$ cat config.mk
export PLATFORM = sky130hd
export DESIGN_NAME = hazard_ctrl_param
export DESIGN_NICKNAME = d
export VERILOG_FILES = /design/src/rtl/hazard_ctrl_param.sv
export SDC_FILE = /design/constraint.sdc
export NUM_CORES = 1
export LEC_CHECK = 0
export CORE_UTILIZATION = 46
export CTS_CLUSTER_DIAMETER = 100
export CTS_CLUSTER_SIZE = 30
export DETAILED_ROUTE_END_ITERATION = 10
export GPL_ROUTABILITY_DRIVEN = 0
export GPL_TIMING_DRIVEN = 1
export PLACE_DENSITY = 0.85
export SYNTH_ARGS = -nofsm -noshare
export SYNTH_HDL_FRONTEND = slang
export SYNTH_SLANG_ARGS = --single-unit
export TNS_END_PERCENT = 1
$ cat constraint.sdc
create_clock -name clk -period 3.55 [get_ports clk]
set_input_delay 0.355 -clock clk [delete_from_list [all_inputs] [get_ports clk]]
set_output_delay 0.355 -clock clk [all_outputs]
set_load 0.02 [all_outputs]
$ cat src/rtl/hazard_ctrl_param.sv
// Hazard controller for the 16-bit pipeline: operand/store-data forwarding,
// counted load-use stall, counted branch flush, global stop and perf counters.
module hazard_ctrl_param #(
    parameter int REG_WIDTH       = 4,
    parameter int LU_STALL_CYCLES = 1,
    parameter int BR_FLUSH_CYCLES = 3,
    parameter int CNT_WIDTH       = 16
) (
    input  logic                 clk,
    input  logic                 rst,
    input  logic [REG_WIDTH-1:0] rsD,
    input  logic [REG_WIDTH-1:0] rtD,
    input  logic                 useRsD,
    input  logic                 useRtD,
    input  logic [REG_WIDTH-1:0] rsE,
    input  logic [REG_WIDTH-1:0] rtE,
    input  logic [REG_WIDTH-1:0] WriteRegE,
    input  logic [REG_WIDTH-1:0] WriteRegM,
    input  logic [REG_WIDTH-1:0] WriteRegW,
    input  logic                 RegWriteM,
    input  logic                 RegWriteW,
    input  logic [REG_WIDTH-1:0] rsM,
    input  logic                 MemReadE,
    input  logic                 MemReadW,
    input  logic                 MemWriteM,
    input  logic                 stop,
    input  logic                 PCSrc,
    input  logic                 jump,
    output logic [1:0]           alu_src1,
    output logic [1:0]           alu_src2,
    output logic                 mem_src,
    output logic                 pcstall,
    output logic                 IF_IDstall,
    output logic                 ID_EXstall,
    output logic                 EX_MEMstall,
    output logic                 MEM_WBstall,
    output logic                 flushIF_ID,
    output logic                 flushID_EX,
    output logic                 flushEX_MEM,
    output logic                 br_busy,
    output logic [CNT_WIDTH-1:0] stall_count,
    output logic [CNT_WIDTH-1:0] flush_count
);

    localparam int BR_W      = (BR_FLUSH_CYCLES > 1) ? $clog2(BR_FLUSH_CYCLES) : 1;
    localparam int LU_W      = (LU_STALL_CYCLES > 2) ? $clog2(LU_STALL_CYCLES - 1) : 1;
    localparam int BR_LAST_I = (BR_FLUSH_CYCLES > 1) ? BR_FLUSH_CYCLES - 1 : 0;
    localparam int LU_LAST_I = (LU_STALL_CYCLES > 2) ? LU_STALL_CYCLES - 2 : 0;
    localparam logic [BR_W-1:0] BR_LAST = BR_LAST_I[BR_W-1:0];
    localparam logic [LU_W-1:0] LU_LAST = LU_LAST_I[LU_W-1:0];

    typedef enum logic {B_IDLE, B_FLUSH}   br_state_t;
    typedef enum logic {LU_IDLE, LU_STALL} lu_state_t;

    br_state_t           br_state;
    lu_state_t           lu_state;
    logic [BR_W-1:0]     br_cnt;
    logic [LU_W-1:0]     lu_cnt;
    logic                br_event;
    logic                br_active;
    logic                lu_hazard;
    logic                lu_start;
    logic                lu_active;

    // MEM result is younger than WB, so it wins when both match.
    function automatic logic [1:0] fwd_sel(input logic [REG_WIDTH-1:0] src);
        if (src != '0 && src == WriteRegM && RegWriteM)
            return 2'b01;
        else if (src != '0 && src == WriteRegW && RegWriteW)
            return 2'b10;
        else
            return 2'b00;
    endfunction

    function automatic logic [CNT_WIDTH-1:0] sat_inc(input logic [CNT_WIDTH-1:0] v);
        return (&v) ? v : v + CNT_WIDTH'(1);
    endfunction

    always_comb begin
        br_event  = (br_state == B_IDLE) && PCSrc && !stop;
        br_active = br_event || (br_state == B_FLUSH);
        lu_hazard = MemReadE && (WriteRegE != '0) &&
                    ((useRsD && rsD == WriteRegE) || (useRtD && rtD == WriteRegE));
        lu_start  = (lu_state == LU_IDLE) && lu_hazard && !br_active && !stop;
        lu_active = !stop && !br_active && (lu_start || lu_state == LU_STALL);
    end

    // Every output is forced low while reset is held.
    assign alu_src1    = rst ? fwd_sel(rsE) : 2'b00;
    assign alu_src2    = rst ? fwd_sel(rtE) : 2'b00;
    assign mem_src     = rst && (rsM != '0) && (rsM == WriteRegW) && MemReadW && MemWriteM;
    assign pcstall     = rst && (stop || lu_active);
    assign IF_IDstall  = rst && (stop || lu_active);
    assign ID_EXstall  = rst && stop;
    assign EX_MEMstall = rst && stop;
    assign MEM_WBstall = rst && stop;
    assign flushIF_ID  = rst && jump && !stop;
    assign flushID_EX  = rst && lu_active;
    assign flushEX_MEM = rst && br_active && !stop;
    assign br_busy     = rst && (br_state == B_FLUSH);

    // Branch flush FSM: the accepting cycle counts as the first flush cycle.
    always_ff @(posedge clk or negedge rst) begin
        if (!rst) begin
            br_state    <= B_IDLE;
            br_cnt      <= '0;
            flush_count <= '0;
        end else if (!stop) begin
            case (br_state)
                B_IDLE: begin
                    if (PCSrc) begin
                        flush_count <= sat_inc(flush_count);
                        br_cnt      <= BR_W'(1);
                        if (BR_FLUSH_CYCLES > 1)
                            br_state <= B_FLUSH;
                    end
                end
                B_FLUSH: begin
                    if (br_cnt == BR_LAST) begin
                        br_state <= B_IDLE;
                        br_cnt   <= '0;
                    end else begin
                        br_cnt <= br_cnt + BR_W'(1);
                    end
                end
                default: br_state <= B_IDLE;
            endcase
        end
    end

    // Load-use FSM: the detecting cycle is the first bubble; a redirect aborts it.
    always_ff @(posedge clk or negedge rst) begin
        if (!rst) begin
            lu_state    <= LU_IDLE;
            lu_cnt      <= '0;
            stall_count <= '0;
        end else if (!stop) begin
            if (lu_active)
                stall_count <= sat_inc(stall_count);
            if (br_active) begin
                lu_state <= LU_IDLE;
                lu_cnt   <= '0;
            end else if (lu_start) begin
                lu_cnt <= '0;
                if (LU_STALL_CYCLES > 1)
                    lu_state <= LU_STALL;
            end else if (lu_state == LU_STALL) begin
                if (lu_cnt == LU_LAST) begin
                    lu_state <= LU_IDLE;
                    lu_cnt   <= '0;
                end else begin
                    lu_cnt <= lu_cnt + LU_W'(1);
                end
            end
        end
    end

endmodule

---- Yosys cells after proc, flatten, opt, wreduce, memory -nomap -nowiden ----
Cells that the tools add are included.
word-level totals
  register bits ........................... 37
  input port bits ......................... 44
  logic and storage cells ................. 94
operators by class
  add/sub/neg operators ................... 4
  equal/unequal tests ..................... 10
  multiplexer cells ....................... 20
  bitwise gates (word level) .............. 5
  reduce and logical (&&, ||, !) cells .... 49
operator list
  kind                   number
  $add 16x1->16 const B  2
  $reduce_and 16->1      2
  $logic_and 1x1->1      31
  $eq 4x4->1             7
  $mux 2                 8
  $reduce_bool 4->1      4
  $mux 1                 10
  $reduce_and 2->1       3
  $not 1->1              5
  $logic_or 1x1->1       4
  $ne 2x2->1 const B     2
  $pmux 2 s2             1
  $reduce_and 4->1       1
  $reduce_and 3->1       1
  $reduce_bool 3->1      1
  $add 2x1->2 const B    1
  $eq 2x2->1 const B     1
  $logic_not 1->1        2
  $pmux 1 s2             1
  $add 1x1->1 const B    1

---- Longest topological paths before layout ----
Gate-level depths: netlist of the first run.
  depth after elaboration ................. 11
  depth in mapped cells ................... 8
  depth with buffers taken out ............ 7

---- Worst setup path before layout of the first run ----
Ideal clock, no wire load.
  path type ............................... input -> output
  start point ............................. input port stop
  end point ............................... output port pcstall
  arrival time ............................ 1.661 ns
  required time ........................... 3.195 ns
  slack ................................... 1.534 ns
  stages on the path ...................... 7
  path through ............................ buf_2 -> nor4b_2 -> o41ai_1 -> a21oi_4 -> buf_4 -> o21a_1 -> buf_4
between the ends
  word-level cells in the longest chain between the ends .. 10
  elaborated cells between the ends (all ways) .. 11
  those cells by class .................... reduce/logical: 11
RTL lines
  what                            line    RTL
  start: declaration              26      input logic stop,
  $logic_not 1->1                 --
  $logic_and 1x1->1               80      br_event = (br_state == B_IDLE) && PCSrc && !stop;
  $logic_or 1x1->1                81      br_active = br_event || (br_state == B_FLUSH);
  $logic_not 1->1                 84, 85
  $logic_and 1x1->1 (2 in a row)  84      lu_start = (lu_state == LU_IDLE) && lu_hazard && !br_active && !stop;
  $logic_or 1x1->1                85      lu_active = !stop && !br_active && (lu_start || lu_state == LU_STALL);
  $logic_and 1x1->1               85
  $logic_or 1x1->1 (*)            --
  $logic_and 1x1->1 (*)           --
  end: declaration                32      output logic pcstall,
Mark *: on every way between the ends. The rest lies on a longest branch, timed or not.

---- Worst setup path after layout of the first run ----
  start point ............................. input port stop
  end point ............................... output port IF_IDstall
between the ends
  word-level cells in the longest chain between the ends .. 10
  elaborated cells between the ends (all ways) .. 11
  those cells by class .................... reduce/logical: 11
RTL lines
  what                            line    RTL
  $logic_not 1->1                 --
  $logic_and 1x1->1               80
  $logic_or 1x1->1                81
  $logic_not 1->1                 84, 85
  $logic_and 1x1->1 (2 in a row)  84
  $logic_or 1x1->1                85
  $logic_and 1x1->1               85
  $logic_or 1x1->1 (*)            93      assign IF_IDstall = rst && (stop || lu_active);
  $logic_and 1x1->1 (*)           93
  end: declaration                33      output logic IF_IDstall,
Marked as above.

==> reports/metrics.cfg, run 1 <==
[outcome]
status=finished clean

[cells_and_area]
nNetsFinal=363
antennaDiodeCount=0
fin_cells=368
area_growth_pct=47.5
seqCellArea_sq_um=876
drive_above_1_share_pct=6.01
multi_input_area_sq_mm=0.00122
n_fill_cell=348

[timing]
max_freq_mhz=348
tns_ns=0
max_slew.worst_pin.slew_ns=0.591
hold_viol_final=0
fin_hold_ws_ns=0.502
layout_setup_ws_ns=0.678
skew_ns=0.00899
grt_setup_unrepaired=false
slew_viol_final=0
setup_viol=0
slew_headroom_pct=60.1
min_period_ns=2.87
fin_crit_sh_pct=80.9

[grt]
gr-total-overflow=0
grt_max_degree=21
grt.total_usage_pct=21.7
grt_pass1_wl_um=8560
antenna_found_initial=0
grt_pass1_vias=1931

[critical_path]
startpoint_type=input port
path_class=in -> out
cp-startpoint=stop
r2r-end=stall_count[1]
regToRegStartpoint=stall_count[0]
regToRegSetupSlack_ns=1.49
reg2reg_depth=7
crit_end=IF_IDstall
path_max_fanout=12
required_ns=3.19
critical_path_arrival_ns=2.52
cp-end-kind=output port

[floorplan]
start_util_pct=48.7
die_w_um=70.3
dieHeight_um=70.3
pin_count=90
fp.dieArea_sq_mm=0.00495
core_area_sq_mm=0.00441
row_count=24

[synth]
ys.warnings.count=0
synth_fp_nets=269
netlist_instances=223
ys_seq_area_share_pct=40.8
avgSynthCellArea_sq_um=9.63
syn_area_sq_mm=0.00215
yosysUniqueCellTypes=38
synth_seq_cells=35

[drt]
viasPerCell=5.39
wire_per_inst_um=14.2
vias=1984
totalWireLength_um=5230
dr.pass1.iters=4
drc_errors=0
drt_iter0_markers=63
drtAntennaViolNets=0

[clock_network]
cts_made_buffers=5
path_clk_slew_ns=0.07
cts_sinks=35
htreeDepth=2
root_buffer=clkbuf_8
cts_tree=done
worstSkewPairLatency_ns=0.29
clock_path_buffers=2

[place]
dp.cells=361
detailed_place_hpwl_um=4130
port_buffers=89
post-place-ws_ns=0.646

[pwr]
power_density_mw_per_mm2=350
peakVddDrop_mv=0.238
leakagePower_nw=1.29

[hold_path]
hp-class=reg -> reg

[job]
maxCapViolCount=0

metal layers:
layer / wire, um / vias up / global-route usage [%]
li1: - / 979 / -
met1: 2250 / 938 / 26.0
met2: 2600 / 61 / 37.7
met3: 308 / 6 / 5.19
met4: 69 / 0 / 8.00
met5: 0 / - / 0
cells in the mapped netlist (all sizes together):
| cell type | count | share of area [%] |
|---|---|---|
| a211oi | 1 | 0.35 |
| a21oi | 12 | 3.3 |
| a31oi | 1 | 0.29 |
| and2 | 10 | 2.9 |
| and3 | 9 | 2.6 |
| and3b | 1 | 0.41 |
| and4 | 1 | 0.41 |
| buf | 6 | 1.9 |
| dfrtp | 35 | 41 |
| ha | 2 | 1.2 |
| inv | 4 | 0.70 |
| mux2 | 4 | 2.1 |
| nand2 | 11 | 1.9 |
| nand2b | 1 | 0.29 |
| nand3 | 15 | 3.5 |
| nand3b | 1 | 0.35 |
| nand4 | 15 | 4.7 |
| nor2 | 12 | 2.4 |
| nor2b | 2 | 0.58 |
| nor3 | 18 | 4.9 |
| nor3b | 3 | 1.0 |
| nor4 | 1 | 0.29 |
| nor4b | 1 | 0.70 |
| o211ai | 1 | 0.35 |
| o21a | 1 | 0.35 |
| o21ai | 3 | 0.70 |
| o41ai | 1 | 0.41 |
| or2 | 2 | 0.58 |
| or3b | 1 | 0.52 |
| or4 | 1 | 0.35 |
| xnor2 | 31 | 13 |
| xor2 | 16 | 6.5 |
cell families (layout without fill, tap and decap cells):
kind of cell,Yosys count,count (layout),synth area share (%)
DFF,35,35,40.8
muxes,4,4,2.10
AOI/OAI and AO/OA,20,20,5.77
buffers and inverters,10,103,2.56
xor gates and xnor gates,47,47,19.2
adders and majority gates,2,2,1.16
and+or+nand+nor,105,105,28.5
layout by cell type, fill, tap and decap left out, types with 4 or more instances in the layout:
| cell | netlist | layout |
|---|---|---|
| nand4_1 | 14 | 14 |
| a21oi_1 | 11 | 11 |
| clkbuf_8 | 0 | 5 |
| nor2_1 | 11 | 11 |
| xnor2_1 | 31 | 31 |
| nand2_1 | 11 | 11 |
| mux2_1 | 4 | 4 |
| clkdlybuf4s50_1 | 0 | 88 |
| nor3_1 | 15 | 15 |
| and2_1 | 10 | 10 |
| dfrtp_1 | 35 | 35 |
| xor2_1 | 16 | 16 |
| and3_1 | 9 | 9 |
| nand3_1 | 15 | 15 |
| inv_1 | 4 | 4 |
how the worst min path moves through the flow:
| stage | start | endpoint | slack, ns | depth (start not counted) |
|---|---|---|---|---|
| 2_1_floorplan | rst | br_cnt[0] | 0.06 | 0 |
| 3_3_place_gp | rst | br_cnt[0] | 0.29 | 1 |
| 3_5_place_dp | rst | br_cnt[0] | 0.30 | 1 |
| 4_1_cts | stall_count[9] | stall_count[9] | 0.51 | 1 |
| 5_1_grt | stall_count[9] | stall_count[9] | 0.52 | 1 |
| 6_report | stall_count[9] | stall_count[9] | 0.50 | 1 |
sequential cells by signal, indices dropped and copies added, names as in the netlist:
| name | flops |
|---|---|
| flush_count | 16 |
| br_state | 1 |
| br_cnt | 2 |
| stall_count | 16 |
through the flow:
| stage | cell area (sq um) | utilization (%) | total power, mW |
|---|---|---|---|
| after CTS | 3170 | 71.8 | 1.12 |
| final | 3170 | 71.8 | 1.11 |
| after floorplan | 2150 | - | 0.666 |
| after global routing | 3170 | 71.8 | 1.17 |
| after detailed placement | 3080 | 69.8 | 0.851 |
| after global placement | 3080 | 69.8 | 0.836 |
power by group:
part	leakage (nW)	switching [mW]	internal (mW)
Combinational	0.775	0.158	0.176
Sequential	0.475	0.0616	0.447
Clock	0.0361	0.136	0.130
Total	1.29	0.356	0.752
critical path, stage by stage:
cell,delay [ns]
clkdlybuf4s50_1,0.60
nor4b_2,0.35
o41ai_1,0.17
a21oi_4,0.25
o21a_1,0.17
clkdlybuf4s50_1,0.61
cell type report:
type                       instances  share of cell area (%)
multi-input combinational        178                    38.4
inverter                           4                   0.474
sequential                        35                    27.6
clock buffer                       5                    2.17
timing repair buffer              93                    29.0
tap                               52                    2.05
clock inverter                     1                   0.237
timing repair:
| action | CTS | global route |
|---|---|---|
| setup buffers | 0 | 0 |
| hold endpoints to repair | 7 | 0 |
| gates resized for setup | 0 | 0 |
| hold buffers | 1 | 0 |
Note: power is estimated with default switching activity, not from simulation.
==> run 2: changes to the inputs <==
--- a/config.mk
+++ b/config.mk
@@ -5,13 +5,13 @@
 export SDC_FILE = /design/constraint.sdc
 export NUM_CORES = 1
 export LEC_CHECK = 0
-export CORE_UTILIZATION = 46
+export CORE_UTILIZATION = 43
 export CTS_CLUSTER_DIAMETER = 100
 export CTS_CLUSTER_SIZE = 30
 export DETAILED_ROUTE_END_ITERATION = 10
 export GPL_ROUTABILITY_DRIVEN = 0
 export GPL_TIMING_DRIVEN = 1
-export PLACE_DENSITY = 0.85
+export PLACE_DENSITY = 0.81
 export SYNTH_ARGS = -nofsm -noshare
 export SYNTH_HDL_FRONTEND = slang
 export SYNTH_SLANG_ARGS = --single-unit
==> constraint.sdc (replaced) <==
create_clock -name clk -period 2.8 [get_ports clk]
set_input_delay 0.28 -clock clk [delete_from_list [all_inputs] [get_ports clk]]
set_output_delay 0.28 -clock clk [all_outputs]
set_load 0.02 [all_outputs]
==> run 2 against run 1 <==
Cell count rose by 4.9%. Largest cell class unchanged. Power increased by 31%. Critical endpoint unchanged. Clock skew fell by 0.0041 ns. Highest routed layer unchanged. Critical path type unchanged. Die area rose by 6.8%.
==> reports/metrics.cfg, run 2 (synthesized netlist as in run 1, its figures left out) <==
[outcome]
status=finished clean

[grt]
antenna_found_initial=0  ; unchanged
grt_pass1_wl_um=8390  ; -1.9%
grt_util_met1_pct=25.8  ; -0.16 points
grt_pass1_vias=1896  ; -1.8%
grt-busiest-layer=met2
met3_usage_pct=3.59  ; -1.6 points
grt_max_degree=21  ; unchanged
gr-total-overflow=0  ; unchanged
use_met2_pct=34.7  ; -3.0 points
grt.total_usage_pct=20.4  ; -1.4 points

[clock_network]
cts_made_buffers=5  ; unchanged
path_clk_slew_ns=0.07  ; about the same
htreeDepth=2  ; unchanged
hold_buffers=1  ; unchanged
post_cts_resized=0  ; unchanged
worstSkewPairLatency_ns=0.29  ; about the same
cts_tree=done
cts_sinks=35  ; unchanged
root_buffer=clkbuf_8
clock_path_buffers=2  ; unchanged
postCtsSetupBuffers=0  ; unchanged

[drt]
totalWireLength_um=5040  ; -3.6%
wire_per_inst_um=13.1  ; -8.1%
drt_iter0_markers=63  ; unchanged
drtAntennaViolNets=0  ; unchanged
drc_errors=0  ; unchanged
viasPerCell=5.17  ; -4.1%
dr.pass1.iters=4  ; unchanged
vias=1995  ; +0.55%

[pwr]
leakagePower_nw=1.31  ; +1.6%
power_density_mw_per_mm2=452  ; +29%
peakVddDrop_mv=0.351  ; +47%

[cells_and_area]
postLayoutCellArea_sq_mm=0.00322  ; +1.6%
final_common_cell=clkdlybuf4s50_1
fin_cells=386  ; +4.9%
final_cell_mix=clkdlybuf4s50_1, dfrtp_1, xnor2_1
antennaDiodeCount=0  ; unchanged
reg.largest.list=flush_count: 16 flops, stall_count: 16 flops, br_cnt: 2 flops
area_growth_pct=49.8
drive_above_1_share_pct=6.58  ; +0.57 points
nNetsFinal=364  ; +0.28%

[critical_path]
path_max_fanout=3  ; -9
startpoint_type=input port
path_cells=clkdlybuf4s50_1 -> xor2_1 -> nor3_1 -> nand3_1 -> a21oi_4 -> o21a_1 -> clkdlybuf4s50_1
required_ns=2.52  ; -0.67 ns
crit_family=buffers and inverters
cpMostUsedCell=clkdlybuf4s50_1
critPathSlowestCell=clkdlybuf4s50_1
cp-end-kind=output port
critPathBufInv=2  ; unchanged
path_class=in -> out
critical_path_arrival_ns=2.26  ; -0.26 ns
cpPeakStageDelay_ns=0.62  ; about the same

[job]
maxCapViolCount=0  ; unchanged

[timing]
slew_headroom_pct=63.6  ; +3.6 points
max_slew.worst_pin.slew_ns=0.538  ; -0.0531 ns
fin_crit_sh_pct=90.8
setup_viol=0  ; unchanged
max_freq_mhz=393
grt_setup_unrepaired=false
min_period_ns=2.54
slew_viol_final=0  ; unchanged
hold_viol_final=0  ; unchanged
skew_ns=0.00493  ; -0.00406 ns
tns_ns=0  ; unchanged

[floorplan]
pin_count=90  ; unchanged
die_w_um=72.7  ; +3.3%
fp.dieArea_sq_mm=0.00528  ; +6.8%
dieHeight_um=72.7  ; +3.3%
start_util_pct=45.2  ; -3.5 points
core_area_sq_mm=0.00475  ; +7.7%
row_count=25  ; +4.2%

[place]
port_buffers=89  ; unchanged
detailed_place_hpwl_um=3980  ; -3.7%
dp.cells=377  ; +4.4%
dpl_cell_area_sq_mm=0.00311  ; +0.85%

[hold_path]
hp-class=in -> async

[run 2: power by group]
part	switching, mW	internal, mW	leakage, nW
clock	0.172	0.224	0.0515
combinational	0.197	0.222	0.780
sequential	0.0740	0.566	0.475
total	0.443	1.01	1.31
[run 2: path summary, 6_finish.rpt]
kind	start	to	slack [ns]	depth (start not counted)
min in group clk	flush_count[7]	flush_count[7]	0.49	1
worst max-delay path	WriteRegE[1]	IF_IDstall	0.26	7
worst min register to register	flush_count[7]	flush_count[7]	0.49	1
worst max register to register	stall_count[0]	stall_count[1]	0.73	7
worst min-delay path	rst	stall_count[12]	0.39	2
max in group asynchronous	rst	stall_count[5]	1.88	3
[run 2: area by class of cell]
type,instances,area (sq um)
inverter,4,15.0
sequential,35,876
timing repair buffer,94,926
clock buffer,8,100
multi-input combinational,178,1220
fill,402,1540
tap,67,83.8
[run 2: stage by stage]
| step | setup slack (ns) | util (%) | hold slack [ns] | power, mW |
|---|---|---|---|---|
| floorplan | 0.912 | - | -0.0156 | 0.845 |
| global placement | 0.300 | 65.4 | 0.167 | 1.06 |
| detailed placement | 0.237 | 65.4 | 0.171 | 1.07 |
| CTS | 0.233 | 67.7 | 0.389 | 1.48 |
| global route | 0.167 | 67.7 | 0.425 | 1.54 |
| finish | 0.258 | 67.7 | 0.393 | 1.46 |
[run 2: layer usage]
layer	up-vias	wire, um	part of all wire, %
li1	973	-	-
met1	949	2260	45
met2	65	2410	48
met3	8	290	5.7
met4	0	84	1.7
met5	-	0	0
==> run 3: changes to the inputs <==
--- a/config.mk
+++ b/config.mk
@@ -5,6 +5,7 @@
 export SDC_FILE = /design/constraint.sdc
 export NUM_CORES = 1
 export LEC_CHECK = 0
+export CORE_MARGIN = 2
 export CORE_UTILIZATION = 43
 export CTS_CLUSTER_DIAMETER = 100
 export CTS_CLUSTER_SIZE = 30
==> run 3 against run 2 <==
Die area up 5.6%. Clock-buffer cell count is 3 lower. Register-to-register slack about the same. Wire length increased by 4.6%. Worst hold slack worse by 0.38 ns. Clock power shrank 9.6%. Largest cell class unchanged. Critical path depth unchanged. Cell count shrank 0.26%. Highest routed layer unchanged. Design area is 0.66% lower. Via count shrank 0.55%.
==> reports/metrics.cfg, run 3 (synthesized netlist as in run 1, its figures left out) <==
[critical_path]
path_max_fanout=5  ; +2
cpPeakStageDelay_ns=0.60  ; -0.02 ns
r2r-end=stall_count[1]
path_cells=clkdlybuf4s50_1 -> xor2_1 -> nor3_1 -> nand3_1 -> a21oi_4 -> o21a_1 -> clkdlybuf4s50_1
crit_cells=7  ; unchanged
path_class=in -> out
crit_end=pcstall
critPathSlowestCell=clkdlybuf4s50_1
required_ns=2.52  ; about the same
crit_family=buffers and inverters
cpMostUsedCell=clkdlybuf4s50_1
regToRegSetupSlack_ns=0.74  ; about the same
startpoint_type=input port
critPathBufInv=2  ; unchanged
cp-end-kind=output port
regToRegStartpoint=stall_count[0]
reg2reg_depth=7  ; unchanged
critical_path_arrival_ns=2.26  ; about the same
cp-startpoint=WriteRegE[1]

[timing]
skew_ns=0.00686  ; +0.00193 ns
hold_viol_final=0  ; unchanged
tns_ns=0  ; unchanged
max_freq_mhz=394  ; +0.15%
max_slew.worst_pin.slew_ns=0.528  ; -0.0102 ns
min_period_ns=2.54  ; -0.00391 ns
setup_viol=0  ; unchanged
grt_setup_unrepaired=false
slew_headroom_pct=64.3  ; +0.69 points
fin_crit_sh_pct=90.6  ; -0.14 points
slew_viol_final=0  ; unchanged

[clock_network]
cts_sinks=35  ; unchanged
postCtsSetupBuffers=0  ; unchanged
worstSkewPairLatency_ns=0.29  ; about the same
htreeDepth=2  ; unchanged
cts_tree=done
post_cts_resized=0  ; unchanged
path_clk_slew_ns=0.07  ; about the same
cts_made_buffers=5  ; unchanged
clock_path_buffers=2  ; unchanged
root_buffer=clkbuf_8
hold_buffers=0  ; -1

[floorplan]
die_w_um=74.7  ; +2.8%
start_util_pct=44.9  ; -0.30 points
row_count=25  ; unchanged
fp.dieArea_sq_mm=0.00558  ; +5.6%
dieHeight_um=74.7  ; +2.8%
pin_count=90  ; unchanged
core_area_sq_mm=0.00479  ; +0.66%

[drt]
viasPerCell=5.15  ; -0.29%
drt_iter0_markers=48  ; -24%
totalWireLength_um=5280  ; +4.6%
drc_errors=0  ; unchanged
dr.pass1.iters=4  ; unchanged
drtAntennaViolNets=0  ; unchanged
wire_per_inst_um=13.7  ; +4.9%
vias=1984  ; -0.55%

[grt]
grt_pass1_wl_um=8280  ; -1.3%
gr-total-overflow=0  ; unchanged
antenna_found_initial=0  ; unchanged
grt_max_degree=25  ; +19%
grt_pass1_vias=1873  ; -1.2%
grt.total_usage_pct=19.5  ; -0.91 points

[pwr]
p_total_mw=1.42  ; -2.6%
power_density_mw_per_mm2=443  ; -2.0%
leakagePower_nw=1.29  ; -1.2%
peakVddDrop_mv=0.422  ; +20%

[outcome]
status=finished clean

[cells_and_area]
final_cell_mix=clkdlybuf4s50_1, dfrtp_1, xnor2_1
nNetsFinal=363  ; -0.27%
n_fill_cell=427  ; +6.2%
final_common_cell=clkdlybuf4s50_1
drive_above_1_share_pct=6.92  ; +0.34 points
antennaDiodeCount=0  ; unchanged
area_growth_pct=48.8
reg.largest.list=flush_count: 16 flops, stall_count: 16 flops, br_cnt: 2 flops

[place]
port_buffers=89  ; unchanged
detailed_place_hpwl_um=4260  ; +6.9%

[job]
maxCapViolCount=0  ; unchanged

[hold_path]
hp-class=in -> async

==> run 3: cell count changes in the layout (fill, tap and decap cells not counted), sizes merged <==
| cell | delta |
|---|---|
| clkbuf | -3 |
| clkinv | +1 |
| clkinvlp | +2 |
| dlygate4sd3 | -1 |
==> run 3: worst reg2reg max path: stages (launching register included) <==
cell and delay, ns:
dfrtp_1 0.42, ha_1 0.23, and3_1 0.19, and2_1 0.20
nand2b_1 0.10, or2_1 0.32, nand2_1 0.16, mux2_1 0.32
==> run 3: stage by stage <==
step                      util, %  setup WS [ns]  std cells  area [sq um]  hold WS (ns)
after floorplan                 -          0.912        223          2150       -0.0156
after global placement       64.9          0.287        377          3110         0.339
after detailed placement     64.9          0.251        377          3110         0.333
after CTS                    66.8          0.250        385          3200        0.0199
after global routing         66.8          0.120        385          3200        0.0426
final                        66.8          0.262        385          3200       0.00954
==> run 3: layout make-up <==
cell class                 instances  area (sq um)  share of cell area [%]
clock buffer                       5          68.8                    2.15
clock inverter                     3          20.0                   0.626
inverter                           4          15.0                   0.470
multi-input combinational        178          1220                    38.1
sequential                        35           876                    27.4
tap                               67          83.8                    2.62
timing repair buffer              93           916                    28.6
==> run 3: worst min-delay path by stage <==
stage	endpoint	cells past startpoint
3_3_place_gp	stall_count[13]	2
4_1_cts	stall_count[13]	2
3_5_place_dp	stall_count[13]	2
2_1_floorplan	br_cnt[0]	0
6_report	stall_count[13]	2
5_1_grt	stall_count[15]	2
==> run 3: layer usage <==
metal | wire [um] | global-route usage [%] | vias to the layer above
met5 | 0 | 0 | -
met4 | 62 | 6.15 | 0
met3 | 339 | 4.55 | 6
met2 | 2690 | 35.5 | 57
met1 | 2190 | 22.6 | 945
li1 | - | - | 976
==> run 3: report_power, final <==
group          switching (mW)  leakage [nW]  total (mW)  internal [mW]
registers              0.0742         0.475       0.640          0.566
logic                   0.197         0.776       0.420          0.223
clock network           0.185        0.0402       0.358          0.173
total                   0.456          1.29        1.42          0.962
==> edit: new RTL, config.mk and constraints of run 1 <==
Set the parameter `CNT_WIDTH` to 32 (it was 16).
--- a/src/rtl/hazard_ctrl_param.sv
+++ b/src/rtl/hazard_ctrl_param.sv
@@ -5,5 +5,5 @@
     parameter int LU_STALL_CYCLES = 1,
     parameter int BR_FLUSH_CYCLES = 3,
-    parameter int CNT_WIDTH       = 16
+    parameter int CNT_WIDTH       = 32
 ) (
     input  logic                 clk,
Ports: changed (resized flush_count and stall_count); port bits go from 90 to 122. No check against the original RTL was run, so the function may have changed too.
==> edit against run 1 <==
Fmax down 4.6%; core utilization is 4.8 points lower; wire length increased by 78%; synthesized area increased by 71%; worst setup slack got worse by 0.14 ns; sequential cell count is 32 higher; total power up 68%; count of clock-buffer cells in the layout rose by 6; synthesized cell count is 66% higher; final area rose by 63%; critical path type unchanged.
==> edit: results (changes against run 1) <==
Outcome:
- The run finished with clean final reports.

Timing:
- The worst slew margin relative to its limit came to 0.586 (-0.0148).
- The clock skew came to 0.00710 ns (-0.00189 ns).
- The final worst hold slack is 0.00121 ns (-0.501 ns).
- The timing-limited maximum frequency came to 0.332 GHz (-4.6%).

Detailed routing:
- The total via count in the routed design came to 3299 (+66%).
- The total wirelength of the detailed-routed design is 9290 microns (+78%).

GRT:
- The met3 track demand over resource in global routing is 0.0486 (-0.00337).
- The global-route wire length before repair is 15100 microns (+76%).
- The aggregate global-route resource usage came to 0.228 (+0.0101).
- The met1 global-route usage is 0.282 (+0.0223).
- The maximum number of pins on one net before global-route repair is 51 (+140%).
- The global-route track usage on met2 came to 0.384 (+0.00712).

Yosys:
- In the post-synthesis netlist, the biggest area contributors are sky130_fd_sc_hd__dfrtp_1 (46%), sky130_fd_sc_hd__xnor2_1 (9.8%), sky130_fd_sc_hd__xor2_1 (9.8%).
- The synthesized area per cell came to 9.87 sq um (+2.5%).
- The proportion of synthesized chip area in sequential cells is 0.458 (+0.0500).
- The total nets after synthesis is 417 (+55%).

Final layout:
- The final layout net count is 544 (+50%).
- The number of cells in the finished layout apart from fillers is 605 (+64%).
- The number of filler instances in the final layout is 605 (+74%).
- The share of layout cells above drive strength 1 is 0.0636 (+0.00349).
- In the final layout, the registers with the most flip-flops are flush_count: 32 flops, stall_count: 32 flops, br_cnt: 2 flops.

Critical path:
- The critical-path maximum fanout was 3 (-9).
- The register-to-register path setup slack is 1.01 ns (-0.48 ns).
- The endpoint of the worst-slack reg-to-reg timing path is stall_count[11]$_DFFE_PN0P_.
- In this run the worst setup path terminates at pcstall.
- The largest individual stage delay along the critical path comes from the cell sky130_fd_sc_hd__or4_1.

Placement:
- The placed cell area was 4980 sq um (+62%).
- The half-perimeter wire length after placement is 7020 microns (+70%).
- The post-placement setup slack is 0.552 ns (-0.0938 ns).
- The number of placed cells counting well taps is 589 (+63%).
- The count of buffers inserted at the top-level ports was 121 (+36%).

Clock tree:
- The number of levels in the clock H-tree was 3 (+1).
- The number of buffers inserted during clock tree synthesis was 9 (+4).
- The clock insertion delay at the later pin of the skew report is 0.33 ns (+0.04 ns).

Power:
- The static power due to leakage is 2.20 nW (+71%).
- The peak supply drop is 392 uV (+65%).

Hold path:
- The class of the most critical hold timing path is in -> async.
==> edit: cell count changes after synthesis, sizes merged, moves of 12 or more <==
cell / delta
nor3: +15
xor2: +25
nor4: +12
nand2: +15
dfrtp: +32
nor2: +12
==> edit: final cells by class <==
type	instances	area (sq um)	share of cell area
multi-input combinational	287	1910	0.368
sequential	67	1680	0.324
timing repair buffer	126	1240	0.240
clock buffer	11	141	0.0273
tap	102	128	0.0247
clock inverter	5	52.6	0.0102
inverter	7	26.3	0.00508
==> edit: report_power, final <==
part	switching (mW)	internal, mW	total [mW]
combinational	0.175	0.181	0.356
sequential	0.0704	0.813	0.884
clock	0.282	0.340	0.622
total	0.528	1.33	1.86
==> edit: kinds of logic after synthesis <==
kind of cell,Yosys count,synth area share
fa+ha+maj,2,0.00683
buf+inv,17,0.0222
flops,67,0.458
xor+xnor,82,0.196
compound gates,19,0.0307
simple gates,180,0.274
mux,4,0.0123
